File: config.mk
export PLATFORM = sky130hd
export DESIGN_NAME = bram_arb_if
export DESIGN_NICKNAME = d
export VERILOG_FILES = /design/src/rtl/bram_if_pkg.sv /design/src/rtl/rr_arbiter.sv /design/src/rtl/bram_arb_if.sv
export SDC_FILE = /design/constraint.sdc
export NUM_CORES = 1
export LEC_CHECK = 0
export CAP_MARGIN = 20
export CELL_PAD_IN_SITES_DETAIL_PLACEMENT = 1
export CELL_PAD_IN_SITES_GLOBAL_PLACEMENT = 1
export CORE_UTILIZATION = 34
export DETAILED_ROUTE_END_ITERATION = 10
export GPL_ROUTABILITY_DRIVEN = 0
export PLACE_DENSITY_LB_ADDON = 0.1
export SETUP_SLACK_MARGIN = 0.5
export SLEW_MARGIN = 30
export SYNTH_ARGS = -nofsm -noshare
export SYNTH_HDL_FRONTEND = slang
export SYNTH_HIERARCHICAL = 1
export SYNTH_SLANG_ARGS = --single-unit
File: constraint.sdc
create_clock -name axi_clk -period 7.6 [get_ports axi_clk]
set_clock_uncertainty 0.15 [all_clocks]
set_input_delay 0.76 -clock axi_clk [delete_from_list [all_inputs] [get_ports axi_clk]]
set_output_delay 0.76 -clock axi_clk [all_outputs]
set_load 0.05 [all_outputs]
File: src/rtl/bram_if_pkg.sv
// Shared FSM encoding and arbitration mode constants for the BRAM arbiter.
package bram_if_pkg;

  typedef enum logic [1:0] {
    IDLE   = 2'd0,
    ACCESS = 2'd1,
    WAIT   = 2'd2
  } state_t;

  localparam int unsigned PRIO_RR    = 0;
  localparam int unsigned PRIO_FIXED = 1;

endpackage

File: src/rtl/rr_arbiter.sv
// Combinational arbiter: round-robin from last+1, or fixed priority with ch0 highest.
module rr_arbiter
  import bram_if_pkg::*;
#(
  parameter int unsigned NUM_CH = 2,
  parameter int unsigned IDX_W  = (NUM_CH > 1) ? $clog2(NUM_CH) : 1
) (
  input  logic [NUM_CH-1:0] req,
  input  logic [IDX_W-1:0]  last,
  input  logic              mode,
  output logic [NUM_CH-1:0] gnt,
  output logic [IDX_W-1:0]  idx
);

  logic found;

  always_comb begin
    gnt   = '0;
    idx   = '0;
    found = 1'b0;
    for (int unsigned k = 0; k < NUM_CH; k++) begin
      int unsigned j;
      j = mode ? k : (32'(last) + 32'd1 + k) % NUM_CH;
      if (!found && req[j]) begin
        found  = 1'b1;
        gnt[j] = 1'b1;
        idx    = IDX_W'(j);
      end
    end
  end

endmodule

File: src/rtl/bram_arb_if.sv
// Multi-channel BRAM port arbiter: one transfer at a time through IDLE/ACCESS/WAIT,
// per-channel done pulses and held read data.
module bram_arb_if
  import bram_if_pkg::*;
#(
  parameter int unsigned NUM_CH    = 2,
  parameter int unsigned DATA_W    = 32,
  parameter int unsigned ADDR_W    = 32,
  parameter int unsigned RD_LAT    = 1,
  parameter int unsigned PRIO_MODE = 0
) (
  input  logic                       axi_clk,
  input  logic                       axi_rst,
  input  logic [NUM_CH-1:0]          ch_req,
  input  logic [NUM_CH-1:0]          ch_we,
  input  logic [NUM_CH*DATA_W/8-1:0] ch_be,
  input  logic [NUM_CH*ADDR_W-1:0]   ch_addr,
  input  logic [NUM_CH*DATA_W-1:0]   ch_wdata,
  output logic [NUM_CH-1:0]          ch_gnt,
  output logic [NUM_CH-1:0]          ch_done,
  output logic [NUM_CH*DATA_W-1:0]   ch_rdata,
  output logic                       clk_BRAM,
  output logic                       rst_BRAM,
  output logic [ADDR_W-1:0]          addr_BRAM,
  output logic [DATA_W-1:0]          dout_BRAM,
  input  logic [DATA_W-1:0]          din_BRAM,
  output logic                       en_BRAM,
  output logic [DATA_W/8-1:0]        we_BRAM
);

  localparam int unsigned BE_W  = DATA_W / 8;
  localparam int unsigned IDX_W = $clog2(NUM_CH);

  state_t            state, state_nxt;
  logic [IDX_W-1:0]  last_winner;
  logic [IDX_W-1:0]  arb_idx;
  logic [NUM_CH-1:0] arb_gnt;
  logic [1:0]        wait_cnt;
  logic              we_r;
  logic [BE_W-1:0]   be_r;
  logic              xfer;
  logic              last_wait;

  assign clk_BRAM = axi_clk;
  assign rst_BRAM = axi_rst;

  rr_arbiter #(
    .NUM_CH(NUM_CH),
    .IDX_W (IDX_W)
  ) u_arb (
    .req (ch_req),
    .last(last_winner),
    .mode(PRIO_MODE == PRIO_FIXED),
    .gnt (arb_gnt),
    .idx (arb_idx)
  );

  // Grant is gated by reset so ch_gnt reads zero while reset holds state in IDLE.
  always_comb begin
    state_nxt = state;
    ch_gnt    = '0;
    xfer      = 1'b0;
    en_BRAM   = 1'b0;
    we_BRAM   = '0;
    last_wait = 1'b0;
    case (state)
      IDLE: begin
        if (!axi_rst && (|ch_req)) begin
          ch_gnt    = arb_gnt;
          xfer      = 1'b1;
          state_nxt = ACCESS;
        end
      end
      ACCESS: begin
        en_BRAM   = 1'b1;
        we_BRAM   = we_r ? be_r : '0;
        state_nxt = we_r ? IDLE : WAIT;
      end
      WAIT: begin
        if (wait_cnt == 2'd0) begin
          last_wait = 1'b1;
          state_nxt = IDLE;
        end
      end
      default: state_nxt = IDLE;
    endcase
  end

  always_ff @(posedge axi_clk or posedge axi_rst) begin
    if (axi_rst) begin
      state    <= IDLE;
      wait_cnt <= '0;
    end else begin
      state <= state_nxt;
      if (state == ACCESS && !we_r)
        wait_cnt <= 2'(RD_LAT - 1);
      else if (state == WAIT && wait_cnt != 2'd0)
        wait_cnt <= wait_cnt - 2'd1;
    end
  end

  // last_winner doubles as the in-flight owner: it only moves on a transfer.
  always_ff @(posedge axi_clk or posedge axi_rst) begin
    if (axi_rst) begin
      last_winner <= IDX_W'(NUM_CH - 1);
      we_r        <= 1'b0;
      be_r        <= '0;
      addr_BRAM   <= '0;
      dout_BRAM   <= '0;
      ch_done     <= '0;
      ch_rdata    <= '0;
    end else begin
      ch_done <= '0;
      if (xfer) begin
        last_winner <= arb_idx;
        we_r        <= ch_we[arb_idx];
        be_r        <= ch_be[arb_idx*BE_W +: BE_W];
        addr_BRAM   <= ch_addr[arb_idx*ADDR_W +: ADDR_W];
        dout_BRAM   <= ch_wdata[arb_idx*DATA_W +: DATA_W];
      end
      if (state == ACCESS && we_r)
        ch_done[last_winner] <= 1'b1;
      if (last_wait) begin
        ch_done[last_winner]                    <= 1'b1;
        ch_rdata[last_winner*DATA_W +: DATA_W] <= din_BRAM;
      end
    end
  end

endmodule

==> results.ini <==
[sta]
drv_slew = 0
finalSetupTns_ps = 0
rsz0062_at_grt = false
finalSetupViolations = 0
max_slew_margin_pct = 40.5
tightest_slew_ps = 892
timing_hold_violations_final = 0

[global_route]
grt_pass1_vias = 5076
grt_overflow = 0
grt.total_usage_pct = 20.4
grt_antenna_before_repair = 0
grt_pass1_wl_microns = 27900
grt_max_degree = 87

[pwr]
leakage_uw = 0.00412
ir_drop_v = 0.000337
power_density_nw_per_um2 = 429

[detailed_routing]
drt-vias-per-instance = 4.70
drcViolationCount = 0
dr.pass1.iters = 2
ant_nets = 0
vias = 4504
wl_microns = 18600
drt_iter0_drc = 130
wire_per_inst_microns = 19.4

[status]
status = complete, no violations

[setup_path]
worst-path-buf-inv = 3
crit_family = buffers and inverters
startpoint = axi_clk
worst_path_most_repeated_cell = clkbuf_16
cp_slowest_cell = clkdlybuf4s50_1
path_class = clk -> out
timing.rr.end = dout_BRAM[30]$_DFFE_PP0P_
crit_cells = 3
reg2reg_slack_ps = 4810
critPathMaxStageDelay_ps = 690
crit_arrival_ps = 4740
start_kind = clock port
reg2reg_depth = 3
reg2reg_from = state[1]$_DFFE_PP0P_
cp-end-kind = primary output
crit_fanout = 2
worstPathRequired_ps = 6690
path_cells = clkbuf_16, clkbuf_16, clkdlybuf4s50_1
endpoint = clk_BRAM

[die]
fp.dieArea_sq_um = 18700
initial_core_util_pct = 35.2
design.core.area_sq_um = 17500
io_pins = 313
die_x_microns = 137
dieHeight_microns = 137
rows = 48

[synthesis]
synth_seq_cells = 140
syn_area_per_cell_sq_um = 15.3
synth.most_common_cell = mux2_2
synth-edff-count = 0
synth_top_cell_area_share_pct = 56.3
yosys_warnings = 6
yosys-top-cells-count = 194 x mux2_2, 139 x dfrtp_1, 9 x and2_1
synth_seq_area_share_pct = 56.7
async_flop_share_pct = 100
yosys.area.top_type = dfrtp_1
synth_cell_types = 25
syn-cell-area_sq_um = 6180
syn_inst = 404
synthTopCellsByArea = dfrtp_1 56%, mux2_2 35%, buf_6 1.3%, mux2_1 1.3%, and2_1 0.91%
synthFlopType = dfrtp_1

[clock_tree]
clk_pin_slew_worst_paths_ps = 60
cts_tree = built
cts_resized = 0
cts_hold_buf = 0
insertion_delay_ps = 520
post_cts_buffers = 0

[placed_design]
numPortBuffers = 312
dp_hpwl_microns = 13900

[worst_hold_path]
hold_class = reg -> reg

[finish]
area_growth_syn_to_layout_pct = 64.7
layout.nets = 895
fin_util_pct = 58.0
drive_above_1_share_pct = 32.5
antenna_cells = 0
num-fill-cells = 1710

[run]
max_cap_violations = 0

cells by family after synthesis:
kind of cell | synth area share (%)
adder cells (fa/ha/maj) | 0.202
buffers and inverters | 2.94
multiplexers | 36.9
AND/OR/NAND/NOR | 2.43
AO/OA/AOI/OAI | 0.729
other | 0.0607
flip-flops | 56.7
metal layers:
metal	global-route usage [%]	up-vias	share of wire, %
li1	-	2059	-
met1	21.1	2247	36
met2	38.3	174	55
met3	6.85	24	7.4
met4	7.20	0	1.8
met5	0	-	0
worst reg2reg max path, stage by stage, from the launching register on:
cell,delay (ps)
dfrtp_1,470
nor4_4,810
buf_4,780
mux2_2,460
how the worst min path moves through the flow:
stage,from,endpoint,depth (start not counted)
CTS,addr_BRAM[25]$_DFFE_PP0P_,addr_BRAM[25]$_DFFE_PP0P_,1
global placement,addr_BRAM[25]$_DFFE_PP0P_,addr_BRAM[25]$_DFFE_PP0P_,1
floorplan,wait_cnt[0]$_DFFE_PP0P_,wait_cnt[0]$_DFFE_PP0P_,1
finish,addr_BRAM[25]$_DFFE_PP0P_,addr_BRAM[25]$_DFFE_PP0P_,1
detailed placement,addr_BRAM[25]$_DFFE_PP0P_,addr_BRAM[25]$_DFFE_PP0P_,1
global route,ch_rdata[36]$_DFFE_PP0P_,ch_rdata[36]$_DFFE_PP0P_,1
metrics by stage:
step	instances	total power, uW	hold slack [ps]	area, sq um	setup WS [ps]
after floorplan	405	2640	320	6180	2720
after global placement	922	3420	321	9470	2220
after detailed placement	923	3480	326	9490	2220
after CTS	958	4430	340	10200	1950
after global routing	958	4550	359	10200	1940
final	958	4370	333	10200	1950
final cells by class:
type                       count  area (sq um)  area share [%]
sequential                   140          3500            34.4
timing repair buffer         316          3170            31.1
multi-input combinational    237          2510            24.6
clock buffer                  23           528            5.19
tap                          225           282            2.77
clock inverter                13           166            1.63
inverter                       4          20.0           0.197
power by group:
group | switching, uW | total, uW | internal, uW
sequential | 160 | 1200 | 1040
clock | 353 | 956 | 603
combinational | 1380 | 2210 | 830
total | 1890 | 4370 | 2480
registers in the layout (all words and copies together) (netlist names):
name         cells
ch_rdata        64
addr_BRAM       32
dout_BRAM       32
be_r             4
ch_done          2
state            2
wait_cnt         2
last_winner      1
we_r             1
layout by cell type (no fill, tap or decap):
cell	instances
nor4_4	1
clkbuf_8	1
nand2b_1	1
nor2_1	7
a21o_1	1
buf_4	4
nor2b_1	2
clkbuf_1	1
dfstp_2	1
mux2i_1	2
clkinv_2	2
and2_2	1
buf_16	1
mux2_2	194
inv_6	3
and3b_1	2
ha_1	1
clkinv_4	3
inv_1	3
clkdlybuf4s50_1	312
o21ai_1	1
mux2_1	7
a21oi_1	2
bufinv_16	3
clkbuf_16	20
nor2b_4	1
dfrtp_1	139
clkinvlp_4	3
and2_1	8
a21boi_0	1
a211oi_1	2
conb_1	2
nand2_1	1
Note: power is estimated with default switching activity, not from simulation.
